[config.mk]
export PLATFORM = sky130hd
export DESIGN_NAME = hd_enc_sched
export DESIGN_NICKNAME = d
export VERILOG_FILES = /design/src/rtl/hd_enc_sched_pkg.sv /design/src/rtl/hd_enc_sched_rr_arb2.sv /design/src/rtl/hd_enc_sched.sv
export SDC_FILE = /design/constraint.sdc
export NUM_CORES = 1
export LEC_CHECK = 0
export CAP_MARGIN = 40
export CORE_ASPECT_RATIO = 1.2
export CORE_MARGIN = 1.5
export CORE_UTILIZATION = 46
export CTS_CLUSTER_DIAMETER = 80
export DETAILED_ROUTE_END_ITERATION = 8
export GPL_ROUTABILITY_DRIVEN = 0
export PLACE_DENSITY = 0.86
export SETUP_SLACK_MARGIN = 0.5
export SYNTH_ARGS = -nofsm -noshare
export SYNTH_HDL_FRONTEND = slang
export SYNTH_SLANG_ARGS = --single-unit
[constraint.sdc]
create_clock -name clk -period 2.2 [get_ports clk]
set_clock_uncertainty 0.2 [all_clocks]
set_input_delay 0.22 -clock clk [delete_from_list [all_inputs] [get_ports clk]]
set_output_delay 0.22 -clock clk [all_outputs]
set_load 0.1 [all_outputs]
[src/rtl/hd_enc_sched_pkg.sv]
// Shared widths and FSM encodings for the Hamming encoder scheduler.
package hd_enc_sched_pkg;

    localparam int unsigned HD_DATA_W  = 4;
    localparam int unsigned HD_CODE_W  = 7;
    localparam int unsigned HD_TIMEOUT = 8;
    localparam int unsigned HD_CNT_W   = 8;

    localparam logic [1:0] StIdle  = 2'd0;
    localparam logic [1:0] StIssue = 2'd1;
    localparam logic [1:0] StWait  = 2'd2;
    localparam logic [1:0] StResp  = 2'd3;

endpackage

[src/rtl/hd_enc_sched_rr_arb2.sv]
// Two-way round-robin grant: a lone requester always wins, contention goes to
// the requester that was not served last.
module hd_rr_arb2 (
    input  logic [1:0] req,
    input  logic       last,
    output logic [1:0] gnt
);

    always_comb begin
        gnt = req;
        if (req == 2'b11) begin
            gnt = last ? 2'b01 : 2'b10;
        end
    end

endmodule

[src/rtl/hd_enc_sched.sv]
// Arbitrates two requesters onto one shared Hamming encoder and returns each
// codeword to its owner, aborting a word whose result never arrives.
module hd_enc_sched
    import hd_enc_sched_pkg::*;
#(
    parameter int unsigned DATA_W  = HD_DATA_W,
    parameter int unsigned CODE_W  = HD_CODE_W,
    parameter int unsigned TIMEOUT = HD_TIMEOUT
) (
    input  logic              clk,
    input  logic              rst,
    input  logic              req0_valid,
    input  logic [DATA_W-1:0] req0_data,
    output logic              req0_ready,
    input  logic              req1_valid,
    input  logic [DATA_W-1:0] req1_data,
    output logic              req1_ready,
    output logic              enc_valid,
    output logic [DATA_W-1:0] enc_data,
    input  logic              enc_code_valid,
    input  logic [CODE_W-1:0] enc_code,
    output logic              rsp_valid,
    output logic              rsp_id,
    output logic [CODE_W-1:0] rsp_code,
    input  logic              rsp_ready,
    output logic              busy,
    output logic              err_timeout
);

    localparam logic [HD_CNT_W-1:0] TimeoutLast = HD_CNT_W'(TIMEOUT - 1);

    logic [1:0]          state_q, state_d;
    logic [DATA_W-1:0]   data_q, data_d;
    logic                id_q, id_d;
    logic                rsp_id_q, rsp_id_d;
    logic [CODE_W-1:0]   code_q, code_d;
    logic [HD_CNT_W-1:0] cnt_q, cnt_d;
    logic                last_q, last_d;
    logic                err_q, err_d;

    logic       idle;
    logic [1:0] req_vec;
    logic [1:0] gnt;
    logic [1:0] ready;

    assign idle    = (state_q == StIdle);
    assign req_vec = {req1_valid, req0_valid};

    hd_rr_arb2 u_arb (
        .req  (req_vec),
        .last (last_q),
        .gnt  (gnt)
    );

    // rst gates the readys so nothing is offered while reset is held in IDLE.
    assign ready = (idle && rst) ? gnt : 2'b00;

    always_comb begin
        state_d  = state_q;
        data_d   = data_q;
        id_d     = id_q;
        rsp_id_d = rsp_id_q;
        code_d   = code_q;
        cnt_d    = cnt_q;
        last_d   = last_q;
        err_d    = 1'b0;
        case (state_q)
            StIdle: begin
                if (|ready) begin
                    data_d  = ready[1] ? req1_data : req0_data;
                    id_d    = ready[1];
                    state_d = StIssue;
                end
            end
            StIssue: begin
                cnt_d   = '0;
                state_d = StWait;
            end
            StWait: begin
                // A result arriving on the final count still wins over the abort.
                if (enc_code_valid) begin
                    code_d   = enc_code;
                    rsp_id_d = id_q;
                    state_d  = StResp;
                end else if (cnt_q == TimeoutLast) begin
                    err_d   = 1'b1;
                    state_d = StIdle;
                end else begin
                    cnt_d = cnt_q + HD_CNT_W'(1);
                end
            end
            StResp: begin
                if (rsp_ready) begin
                    last_d  = rsp_id_q;
                    state_d = StIdle;
                end
            end
            default: state_d = StIdle;
        endcase
    end

    always_ff @(posedge clk or negedge rst) begin
        if (!rst) begin
            state_q  <= StIdle;
            data_q   <= '0;
            id_q     <= 1'b0;
            rsp_id_q <= 1'b0;
            code_q   <= '0;
            cnt_q    <= '0;
            last_q   <= 1'b1;
            err_q    <= 1'b0;
        end else begin
            state_q  <= state_d;
            data_q   <= data_d;
            id_q     <= id_d;
            rsp_id_q <= rsp_id_d;
            code_q   <= code_d;
            cnt_q    <= cnt_d;
            last_q   <= last_d;
            err_q    <= err_d;
        end
    end

    assign req0_ready  = ready[0];
    assign req1_ready  = ready[1];
    assign enc_valid   = (state_q == StIssue);
    assign enc_data    = data_q;
    assign rsp_valid   = (state_q == StResp);
    assign rsp_id      = rsp_id_q;
    assign rsp_code    = code_q;
    assign busy        = !idle;
    assign err_timeout = err_q;

endmodule

## Word-level counts from Yosys, hierarchy flattened

Cells that the tools add are included.

- Reductions and logical operators: 10
- Equal/unequal tests: 10
- Multiplexer cells: 15
- $add $sub $neg: 1

Operator list:

| kind | count |
|---|---|
| 8-bit two-way mux | 2 |
| 8-bit one-hot mux with 2 select lines | 1 |
| 2-bit two-way mux | 7 |
| 8-bit by 1-bit adder with 8-bit output, second input constant | 1 |
| 8-bit by 3-bit equality test with 1-bit output, second input constant | 1 |
| 2-bit one-hot mux with 4 select lines | 1 |
| 2-bit equality test, second input constant | 3 |
| 2-bit AND reduction | 3 |
| 3-bit AND reduction | 2 |
| 4-bit two-way mux | 1 |
| 2-bit by 1-bit != test with 1-bit output, second input constant | 2 |
| 2-bit != test, second input constant | 2 |
| 1-bit two-way mux | 3 |
| 3-bit != test, second input constant | 1 |
| 2-bit by 1-bit equality test with 1-bit output, second input constant | 1 |
| 2-bit logical NOT | 1 |
| 2-bit nonzero test | 1 |
| 2-bit OR reduction | 1 |
| 1-bit logical AND | 1 |
| 1-bit logical NOT | 1 |

- Word-level logic and storage cells: 44
- Bits in registers: 25
- Output and inout port bits: 18

## Longest topological paths before layout

Gate-level depths: netlist of run 1.

- Depth after elaboration: 6
- Mapped depth: 6
- Mapped depth without buffers: 6

## Modules after synthesis

From an unflattened synthesis of run 1, not the netlist that was laid out.

- Cell total of the unflattened synthesis: 121
- Area total of the unflattened synthesis: 1330.0 um^2

By module, submodules not included:

| module | times used | cells an instance | sequential area each (um^2) | area each (um^2) |
|---|---|---|---|---|
| hd_enc_sched | 1 | 118 | 626.9 | 1311.3 |
| hd_rr_arb2 | 1 | 3 | 0.0 | 18.8 |

## Worst setup path after synthesis of run 1

Ideal clock, no wire load.

- Path kind: reg-to-reg
- Start point: register state_q[0]
- End point: register id_q
- Period minus slack after synthesis: 2.132 ns
- Setup slack: 0.068 ns
- Data arrival time: 1.766 ns
- Buffers on the path: 0
- Cell stages (with the launch flop): 6
- Path through: dfrtp_1 -> inv_1 -> ha_1 -> and2_1 -> and3_1 -> o21ai_0

- Longest elaborated chain between the ends: 5

RTL lines:

| item | RTL line | RTL |
|---|---|---|
| from (decl) | hd_enc_sched.sv:32 | `logic [1:0] state_q, state_d;` |
| from (signal assigned) | hd_enc_sched.sv:104 | `state_q <= StIdle;` |
| from (signal assigned) | hd_enc_sched.sv:113 | `state_q <= state_d;` |
| 2-bit logical NOT | hd_enc_sched.sv:46 | `assign idle = (state_q == StIdle);` |
| 1-bit logical AND | hd_enc_sched.sv:56 | `assign ready = (idle && rst) ? gnt : 2'b00;` |
| 2-bit two-way mux | hd_enc_sched.sv:56 |  |
| net req0_ready | hd_enc_sched.sv:14 | `output logic req0_ready,` |
| 2-bit OR reduction | hd_enc_sched.sv:69 | `if (\|ready) begin` |
| 2-bit AND reduction (no source line) | - |  |
| to (signal assigned) | hd_enc_sched.sv:115 | `id_q <= id_d;` |
| to (decl) | hd_enc_sched.sv:34 | `logic id_q, id_d;` |

The timed path passes the listed nets, and every way through them passes these cells.
A chain may end at the register's enable or synchronous reset.

## Worst setup path after layout of run 1

- Start point: register state_q[1]
- End point: output port req0_ready

- Longest elaborated chain between the ends: 3

RTL lines:

| item | RTL line |
|---|---|
| 2-bit logical NOT | hd_enc_sched.sv:46 |
| 1-bit logical AND | hd_enc_sched.sv:56 |
| 2-bit two-way mux | hd_enc_sched.sv:56 |
| to (decl) | hd_enc_sched.sv:14 |

No other way between the ends.

==> results of run 1 <==
[stage by stage]
step           cells  worst slack, ps   util  power (mW)
3_5_place_dp     191              244  0.675        2.71
2_1_floorplan    120              503      -        2.21
4_1_cts          207              297  0.737        3.06
5_1_grt          223              217  0.839        3.62
3_3_place_gp     191              348  0.675        2.66
6_report         223              266  0.839        3.47
[cell usage in the layout, fill, tap and decap left out, drive strengths merged, types with 2 or more instances in the layout]
master	count
and3	2
xor2	3
buf	48
dfrtp	24
clkinvlp	3
ha	6
o21ai	12
mux2	8
clkbuf	3
mux2i	5
nand3	6
clkdlybuf4s50	20
nand2	12
and2	3
nand4	3
nor2	4
inv	7
nand2b	2
[worst register-to-register path: stages (launching register included)]
cell and delay, ps:
dfrtp_1 390, inv_2 60, buf_4 130, buf_6 110, ha_4 160, buf_6 130, nand2_8 70, buf_6 140
mux2_2 340
[registers in the layout (all words and copies together), names as in the netlist]
register	count
rsp_id	1
last_q	1
id_q	1
cnt_q	8
state_q	2
err_timeout	1
enc_data	4
rsp_code	7
[worst max-delay path by stage]
stage | from | endpoint | slack (ps) | cells past startpoint
finish | state_q[1]$_DFFE_PN0P_ | req0_ready | 270 | 5
global placement | enc_code_valid | cnt_q[6]$_DFFE_PN0P_ | 350 | 5
detailed placement | enc_code_valid | cnt_q[7]$_DFFE_PN0P_ | 240 | 5
floorplan | state_q[0]$_DFFE_PN0P_ | req1_ready | 500 | 5
global route | state_q[1]$_DFFE_PN0P_ | req0_ready | 220 | 5
CTS | state_q[0]$_DFFE_PN0P_ | req0_ready | 300 | 5
[power by group through the flow]
stage	sequential [mW]	combinational [mW]	clock, mW
6_report	0.714	2.55	0.212
5_1_grt	0.730	2.65	0.240
4_1_cts	0.703	2.14	0.216
3_5_place_dp	0.732	1.98	0
3_3_place_gp	0.719	1.94	0
2_1_floorplan	1.51	0.703	0
[metal layers]
layer  global-route usage  vias to the layer above  wire length, um  share of wire
met5                    0                        -                0              0
met4               0.0940                        0               88          0.023
met3               0.0419                       10              219          0.056
met2                0.403                       50             2100           0.54
met1                0.243                      599             1490           0.38
li1                     -                      570                -              -
[repair_timing]
item	in CTS	in global routing
setup buffers	12	16
hold buffers	0	0
pin swaps	2	12
resized for setup	8	34
setup endpoints to repair	19	21
[kinds of logic after synthesis]
| logic type | after synthesis | share of synthesized area |
|---|---|---|
| buffers and inverters | 11 | 0.0331 |
| and+or+nand+nor | 41 | 0.176 |
| xor gates and xnor gates | 3 | 0.0205 |
| DFF | 25 | 0.488 |
| muxes | 13 | 0.109 |
| adders and majority gates | 6 | 0.0585 |
| AOI/OAI and AO/OA | 21 | 0.114 |
[cell type report]
class | count | share of cell area
clock buffers | 3 | 0.0103
clock inverters | 1 | 0.00344
inverters | 9 | 0.0201
multi-input cells | 84 | 0.358
flip-flops and latches | 25 | 0.287
well taps | 33 | 0.0189
repair buffers | 68 | 0.303
==> run_results.csv, run 1 <==
group,metric,value,unit
floorplanning,die_area,3120,um2
synthesis,synth_nets,147,
finish,drive_gt1_frac,0.453,
synthesis,synth_ff_type,"dfrtp_1",
finish,fill_cells,145,
synthesis,yosys.area.top_type_share,0.468,
finish,nNetsFinal,218,
sta,relSlewSlack,0.665,
clocking,cts_tree,"done",
power,p_sw_frac,0.548,
power,clkPwrFrac,0.061,
floorplanning,start_util,0.493,
synthesis,synth_top_cell_by_area,"dfrtp_1",
floorplanning,die_y,60.9,um
clocking,cts_buffers,3,
setup_path,worstPathRequired,1780,ps
finish,design_area,2180,um2
global_routing,grt_pass1_vias,1161,
synthesis,synth_most_common_cell,"dfrtp_1",
setup_path,crit_family,"flip-flops",
synthesis,yosysWarnings,0,
finish,ff_latch_area,627,um2
setup_path,arrival,1510,ps
min_path,min_path_type,"in2async",
clocking,cts_root_buf,"clkbuf_4",
global_routing,antenna_found_initial,0,
power,p_int,1.57,mW
sta,rsz0062_at_grt,"yes",
setup_path,critPathMaxStageDelay,420,ps
clocking,clk_pin_slew,150,ps
status,status,"completed",
setup_path,cp_slowest_cell,"dfrtp_1",
place,place_area,1760,um2
place,port_buffers,38,
finish,multi_input_area,781,um2
setup_path,crit_type,"reg2out",
sta,hold_viol_final,0,
sta,post-route-min-period,1930,ps
synthesis,synth-seq-area-share,0.488,
setup_path,critPathMaxFanout,3,
sta,finalSetupViolCount,0,
synthesis,syn-cell-area,1280,um2
finish,num_antenna_cells,0,
global_routing,overflow,0,
synthesis,async_reset_ff_frac,1.00,
sta,fmax,517,MHz
synthesis,yosys-top-cells-count,"dfrtp_1 (24), nand2_1 (12), o21ai_0 (10), inv_1 (9), mux2_2 (8)",
floorplanning,die_x,51.2,um
detailed_routing,drc,0,
clocking,htree_levels,1,
place,dp_hpwl,2.27,mm
global_routing,grt_pass1_wl,5.16,mm
sta,worst_slew_pin_slew,499,ps
floorplanning,io_pins,39,
synthesis,synth-edff-count,0,
power,powerDensity,1590,nW/um2
setup_path,ff2ff_path_depth,8,
detailed_routing,drt_wl_total,3.90,mm
setup_path,r2r-end,"rsp_code[4]$_DFFE_PN0P_",
synthesis,netlist_instances,120,
synthesis,synth_area_per_cell,10.7,um2
floorplanning,core.rowCount,20,
clocking,insertion_delay,320,ps
setup_path,rrSetupSlack,380,ps
setup_path,worst_setup_path_end_kind,"output pin",
detailed_routing,avgRoutedWirePerCell,17.5,um
setup_path,cp_num_buf_inv,2,
sta,finalHoldWorstSlack,116,ps
synthesis,synth_cell_types,36,
clocking,clock-sinks,25,
setup_path,r2r-start,"state_q[0]$_DFFE_PN0P_",
power,p_switching,1.90,mW
synthesis,synth_area_leaders,"dfrtp_1 (47%), mux2_2 (7.0%), ha_1 (5.8%)",
setup_path,start_kind,"register",
power,vdd.ir_drop.worst,0.00132,V
sta,fin_crit_sh,0.879,
floorplanning,core_region_area,2600,um2
detailed_routing,vias_per_cell,5.51,
sta,tns,0,ps
power,pwr-share-seq,0.205,
synthesis,yosys_register_bits,25,
clocking,clock_path_buffers,2,
global_routing,grt_max_degree,26,
sta,slew_violations,0,
power,p_leak,1.01,nW
power,combPwrFrac,0.733,
detailed_routing,ant_nets,0,
detailed_routing,drt-initial-drc-count,37,
detailed_routing,dr.pass1.iters,4,
setup_path,crit_chain,"inv_2, ha_4, and2_4, and3_4, buf_12",
global_routing,grtUsageTotal,0.217,
run,max_cap_violations,0,
finish,syn_to_final_growth,70.1,%
detailed_routing,via_count,1229,
Power figures use the tool's default switching activity.
==> run 2: changes to the inputs <==
Settings changed: CTS_CLUSTER_DIAMETER 80 to 40, PLACE_DENSITY 0.86 to 0.85, SYNTH_HIERARCHICAL set to 1.
==> run 2 against run 1 <==
Compared with the run above: final cell count decreased by 3.1%; worst setup slack improved by 52 ps; clock-buffer cell count unchanged; non-clock buffer count decreased by 8; via count decreased by 0.65%; synthesized cell count increased by 0.83%.
==> run_results.csv, run 2 <==
group,metric,value,unit
floorplanning,core.rowCount,21,
finish,largest-register,"cnt_q",
clocking,clk_pin_slew,140,ps
setup_path,worstPathRequired,1780,ps
finish,nNetsFinal,210,
synthesis,netlist_instances,121,
finish,layout_commonest_cell,"buf_4",
setup_path,rrSetupSlack,470,ps
synthesis,synth_area_per_cell,11.0,um2
detailed_routing,dr.pass1.iters,4,
sta,relSlewSlack,0.786,
global_routing,antenna_found_initial,0,
finish,final_util,0.767,
clocking,insertion_delay,320,ps
setup_path,worst_setup_path_end_kind,"output pin",
clocking,cts_tree,"done",
clocking,cts_root_buf,"clkbuf_4",
floorplanning,die_y,61.9,um
sta,post-route-min-period,1880,ps
synthesis,yosysWarnings,6,
run,max_cap_violations,0,
synthesis,async_reset_ff_frac,1.00,
detailed_routing,wl_met1,1.30,mm
synthesis,yosys_register_bits,25,
setup_path,crit_type,"in2out",
sta,slew_violations,0,
finish,layout_common_cells,"buf_4 (32), dfrtp_1 (23), clkdlybuf4s50_1 (20), nand2_1 (11), mux2_2 (9)",
synthesis,synth-seq-area-share,0.471,
finish,fill_cells,177,
detailed_routing,via_count,1221,
detailed_routing,dr.max_layer_used,"met4",
sta,fin_crit_sh,0.856,
finish,syn_to_final_growth,59.2,%
detailed_routing,wl_met3,230,um
global_routing,grt_pass1_vias,1047,
synthesis,yosys-top-cells-count,"dfrtp_1 (24), nand2_1 (13), inv_1 (9), mux2_2 (9)",
place,dp_hpwl,2.34,mm
setup_path,r2r-end,"cnt_q[2]$_DFFE_PN0P_",
synthesis,synth_cell_types,42,
place,pre_cts_ws,252,ps
detailed_routing,vias_per_cell,5.65,
detailed_routing,drt_wl_total,3.63,mm
clocking,cts_buffers,3,
finish,drive_gt1_frac,0.489,
setup_path,ff2ff_path_depth,7,
finish,num_antenna_cells,0,
floorplanning,io_pins,39,
sta,setup_ws,317,ps
global_routing,grtUsageTotal,0.196,
floorplanning,die_x,52.1,um
synthesis,synth_area_leaders,"dfrtp_1 (45%), mux2_2 (7.6%), ha_1 (5.6%)",
detailed_routing,ant_nets,0,
sta,hold_viol_final,0,
floorplanning,core_region_area,2760,um2
finish,ff_latch_area,628,um2
global_routing,grt_pass1_wl,4.67,mm
detailed_routing,dr_wl_met2,2.01,mm
synthesis,synth-edff-count,0,
place,port_buffers,38,
synthesis,yosys.area.top_type_share,0.452,
floorplanning,die_area,3220,um2
clocking,htree_levels,1,
sta,tns,0,ps
min_path,min_path_type,"in2async",
global_routing,grt_max_degree,18,
sta,fmax,531,MHz
clocking,clock_path_buffers,2,
setup_path,r2r-start,"state_q[1]$_DFFE_PN0P_",
synthesis,syn-cell-area,1330,um2
synthesis,synth_nets,148,
setup_path,critPathMaxFanout,2,
finish,largest_reg_flops,8,
clocking,clock-sinks,25,
finish,multi_input_area,801,um2
detailed_routing,drc,0,
setup_path,arrival,1460,ps
global_routing,overflow,0,
sta,worst_slew_pin_slew,320,ps
finish,final_cells,216,
sta,rsz0062_at_grt,"yes",
detailed_routing,drt-initial-drc-count,25,
sta,finalSetupViolCount,0,
status,status,"completed",
detailed_routing,avgRoutedWirePerCell,16.8,um
synthesis,synth_top_cell_by_area,"dfrtp_1",
place,placed_cells,193,
synthesis,synth_ff_type,"dfrtp_1",
setup_path,start_kind,"primary input",
synthesis,synth_most_common_cell,"dfrtp_1",
floorplanning,start_util,0.482,
[run 2: cell types whose count changed in the layout (fill, tap and decap cells not counted), sizes merged, moves of 2 or more]
| cell | delta |
|---|---|
| o21ai | -3 |
| xor2 | -3 |
| nand4 | -2 |
| buf | -8 |
| and2 | -3 |
| a21boi | +2 |
| nand3 | +2 |
[run 2: logic make-up (layout without fill, tap and decap cells)]
group,count (synthesis),in the layout,synth area share
adder cells (fa/ha/maj),6,6,0.0564
AO/OA/AOI/OAI,27,27,0.157
multiplexers,15,15,0.121
buffers and inverters,12,73,0.0357
flip-flops,25,25,0.471
AND/OR/NAND/NOR,36,36,0.158
[run 2: layer usage]
| layer | GRT usage | up-vias |
|---|---|---|
| met5 | 0 | - |
| met4 | 0.0564 | 0 |
| met3 | 0.0359 | 12 |
| met2 | 0.374 | 55 |
| met1 | 0.223 | 598 |
| li1 | - | 556 |
[run 2: worst max path at each step]
stage	start	end	slack (ps)	cells past startpoint
2_1_floorplan	state_q[0]$_DFFE_PN0P_	busy	480	3
3_3_place_gp	state_q[0]$_DFFE_PN0P_	rsp_code[4]$_DFFE_PN0P_	330	4
3_5_place_dp	state_q[0]$_DFFE_PN0P_	rsp_code[2]$_DFFE_PN0P_	250	4
4_1_cts	last_q$_DFFE_PN1P_	req0_ready	300	5
5_1_grt	last_q$_DFFE_PN1P_	req0_ready	260	5
6_report	req1_valid	req1_ready	320	4
[run 2: per-stage QoR]
stage / area [um2] / hold slack [ps]
finish: 2120 / 168
global route: 2120 / 173
CTS: 1890 / 147
detailed placement: 1790 / 283
global placement: 1790 / 259
floorplan: 1370 / -276
[run 2: cell type report]
cell class                      count  share of cell area
Timing Repair Buffer               60               0.271
Clock inverter                      1             0.00355
Tap cell                           34              0.0201
Inverter                            9              0.0195
Multi-Input combinational cell     84               0.378
Clock buffer                        3              0.0106
Sequential cell                    25               0.297
[run 2: timing repair]
item | in CTS | in global routing
gates resized for setup | 10 | 24
pin swaps | 3 | 7
endpoints found under the setup margin | 20 | 15
setup buffers | 4 | 15
hold buffers | 0 | 0
[run 2: worst max-delay path: stages]
cell and delay [ps]:
clkdlybuf4s50_1 530, a21boi_0 270, and3_4 260, buf_12 170
Power of run 2 is left out: the tool's default activity adds up to more than one toggle a clock period on the data nets, which glitch-free logic cannot reach.
==> run 3: changes to the inputs <==
Settings changed: CELL_PAD_IN_SITES_DETAIL_PLACEMENT set to 0, CELL_PAD_IN_SITES_GLOBAL_PLACEMENT set to 1, CORE_UTILIZATION 46 to 37, CTS_BUF_LIST set to sky130_fd_sc_hd__clkbuf_4, PLACE_DENSITY 0.85 to 0.88.
==> run 3 against run 2 <==
Compared with the run above: sequential share of layout area is 0.92 points higher; utilization is 16 points lower; final cell count is 0.46% lower; flip-flop and latch count stayed put; first-iteration DRC count is 44% higher; clock-buffer cell count stayed put; the run now ends with DRC left; die area is 23% higher; routed wire length is 12% lower; via count is 7.2% lower.
==> run_results.csv, run 3 (synthesis results as in run 2) <==
group,metric,value,unit
sta,relSlewSlack,0.806,
detailed_routing,vias_per_cell,5.27,
sta,worst_slew_pin_slew,288,ps
finish,layout_common_cells,"buf_4 (26), dfrtp_1 (23), clkdlybuf4s50_1 (20), nand2_1 (11), mux2_2 (9)",
sta,rsz0062_at_grt,"yes",
sta,finalSetupViolCount,0,
place,pre_cts_ws,251,ps
status,violations,"DRC",
global_routing,grt_pass1_vias,1189,
finish,syn_to_final_growth,54.4,%
sta,tns,0,ps
run,max_cap_violations,0,
place,dp_hpwl,2.29,mm
detailed_routing,dr.pass1.iters,7,
sta,fin_crit_sh,0.862,
sta,post-route-min-period,1900,ps
finish,num_antenna_cells,0,
clocking,clock-sinks,25,
sta,setup_ws,304,ps
floorplanning,die_area,3960,um2
place,port_buffers,38,
finish,largest-register,"cnt_q",
detailed_routing,avgRoutedWirePerCell,14.9,um
clocking,insertion_delay,310,ps
sta,finalHoldWorstSlack,171,ps
detailed_routing,ant_nets,0,
setup_path,arrival,1480,ps
global_routing,grt_pass1_wl,4.82,mm
finish,drive_gt1_frac,0.433,
floorplanning,start_util,0.392,
setup_path,start_kind,"primary input",
finish,fill_cells,278,
global_routing,grt_max_degree,18,
floorplanning,core.rowCount,23,
floorplanning,core_region_area,3400,um2
place,placed_cells,197,
detailed_routing,drc,6,
clocking,cts_root_buf,"clkbuf_4",
detailed_routing,drt_wl_total,3.21,mm
status,status,"finished, violations left",
clocking,clk_pin_slew,140,ps
global_routing,grtUsageTotal,0.155,
detailed_routing,drt-initial-drc-count,36,
clocking,htree_levels,1,
floorplanning,die_y,68.7,um
setup_path,worstPathRequired,1780,ps
detailed_routing,via_count,1133,
finish,layout_commonest_cell,"buf_4",
clocking,clock_path_buffers,2,
min_path,min_path_type,"in2async",
setup_path,crit_type,"in2out",
finish,ff_latch_area,628,um2
setup_path,worst_setup_path_end_kind,"output pin",
sta,hold_viol_final,0,
setup_path,rrSetupSlack,510,ps
sta,slew_violations,0,
setup_path,critPathMaxFanout,2,
sta,fmax,528,MHz
global_routing,antenna_found_initial,0,
finish,final_cells,215,
finish,multi_input_area,757,um2
floorplanning,io_pins,39,
clocking,cts_tree,"done",
clocking,ctsHoldBuffers,0,
floorplanning,die_x,57.7,um
clocking,cts_buffers,3,
global_routing,overflow,0,
finish,largest_reg_flops,8,
finish,nNetsFinal,206,
## run 3: cell types whose count changed in the layout (fill, tap and decap cells not counted), moves of 2 or more
cell / delta
buf_4: -6
buf_6: +2
nor2_1: +2
nor2_2: -2
o21ai_0: -2
o21ai_1: +2
## run 3: what timing repair did
item,4_1_cts,5_1_grt
pin swaps,3,5
setup endpoints to repair,15,16
buffers inserted,8,6
resized for setup,10,15
## run 3: final timing paths
path,start,end,cells after the start
max reg2reg,last_q$_DFFE_PN1P_,enc_data[1]$_DFFE_PN0P_,7
min in group clk,req1_data[0],enc_data[0]$_DFFE_PN0P_,3
max,req1_valid,req1_ready,4
min,rst,cnt_q[0]$_DFFE_PN0P_,2
min reg2reg,id_q$_DFFE_PN0P_,id_q$_DFFE_PN0P_,1
max in group asynchronous,rst,cnt_q[4]$_DFFE_PN0P_,2
## run 3: layer usage
layer	vias to the layer above	routed length (um)	GRT usage
li1	554	-	-
met1	535	1240	0.173
met2	40	1720	0.294
met3	4	215	0.0243
met4	0	27	0.0640
met5	-	0	0
## run 3: final cells by class
class                   count  share of cell area
clock inverters             1             0.00366
well taps                  37              0.0225
multi-input cells          84               0.369
flip-flops and latches     25               0.306
repair buffers             56               0.269
inverters                   9              0.0195
clock buffers               3              0.0110
## run 3: per-stage QoR
| step | util | instance area (um2) |
|---|---|---|
| detailed placement | 0.535 | 1820 |
| finish | 0.605 | 2050 |
| global placement | 0.535 | 1820 |
| floorplan | - | 1370 |
| CTS | 0.570 | 1930 |
| global route | 0.605 | 2050 |
## run 3: critical path: stages
cell and delay (ps):
clkdlybuf4s50_1 530, a21boi_0 280, and3_4 260, buf_12 170
Power of run 3 is left out for the same reason.
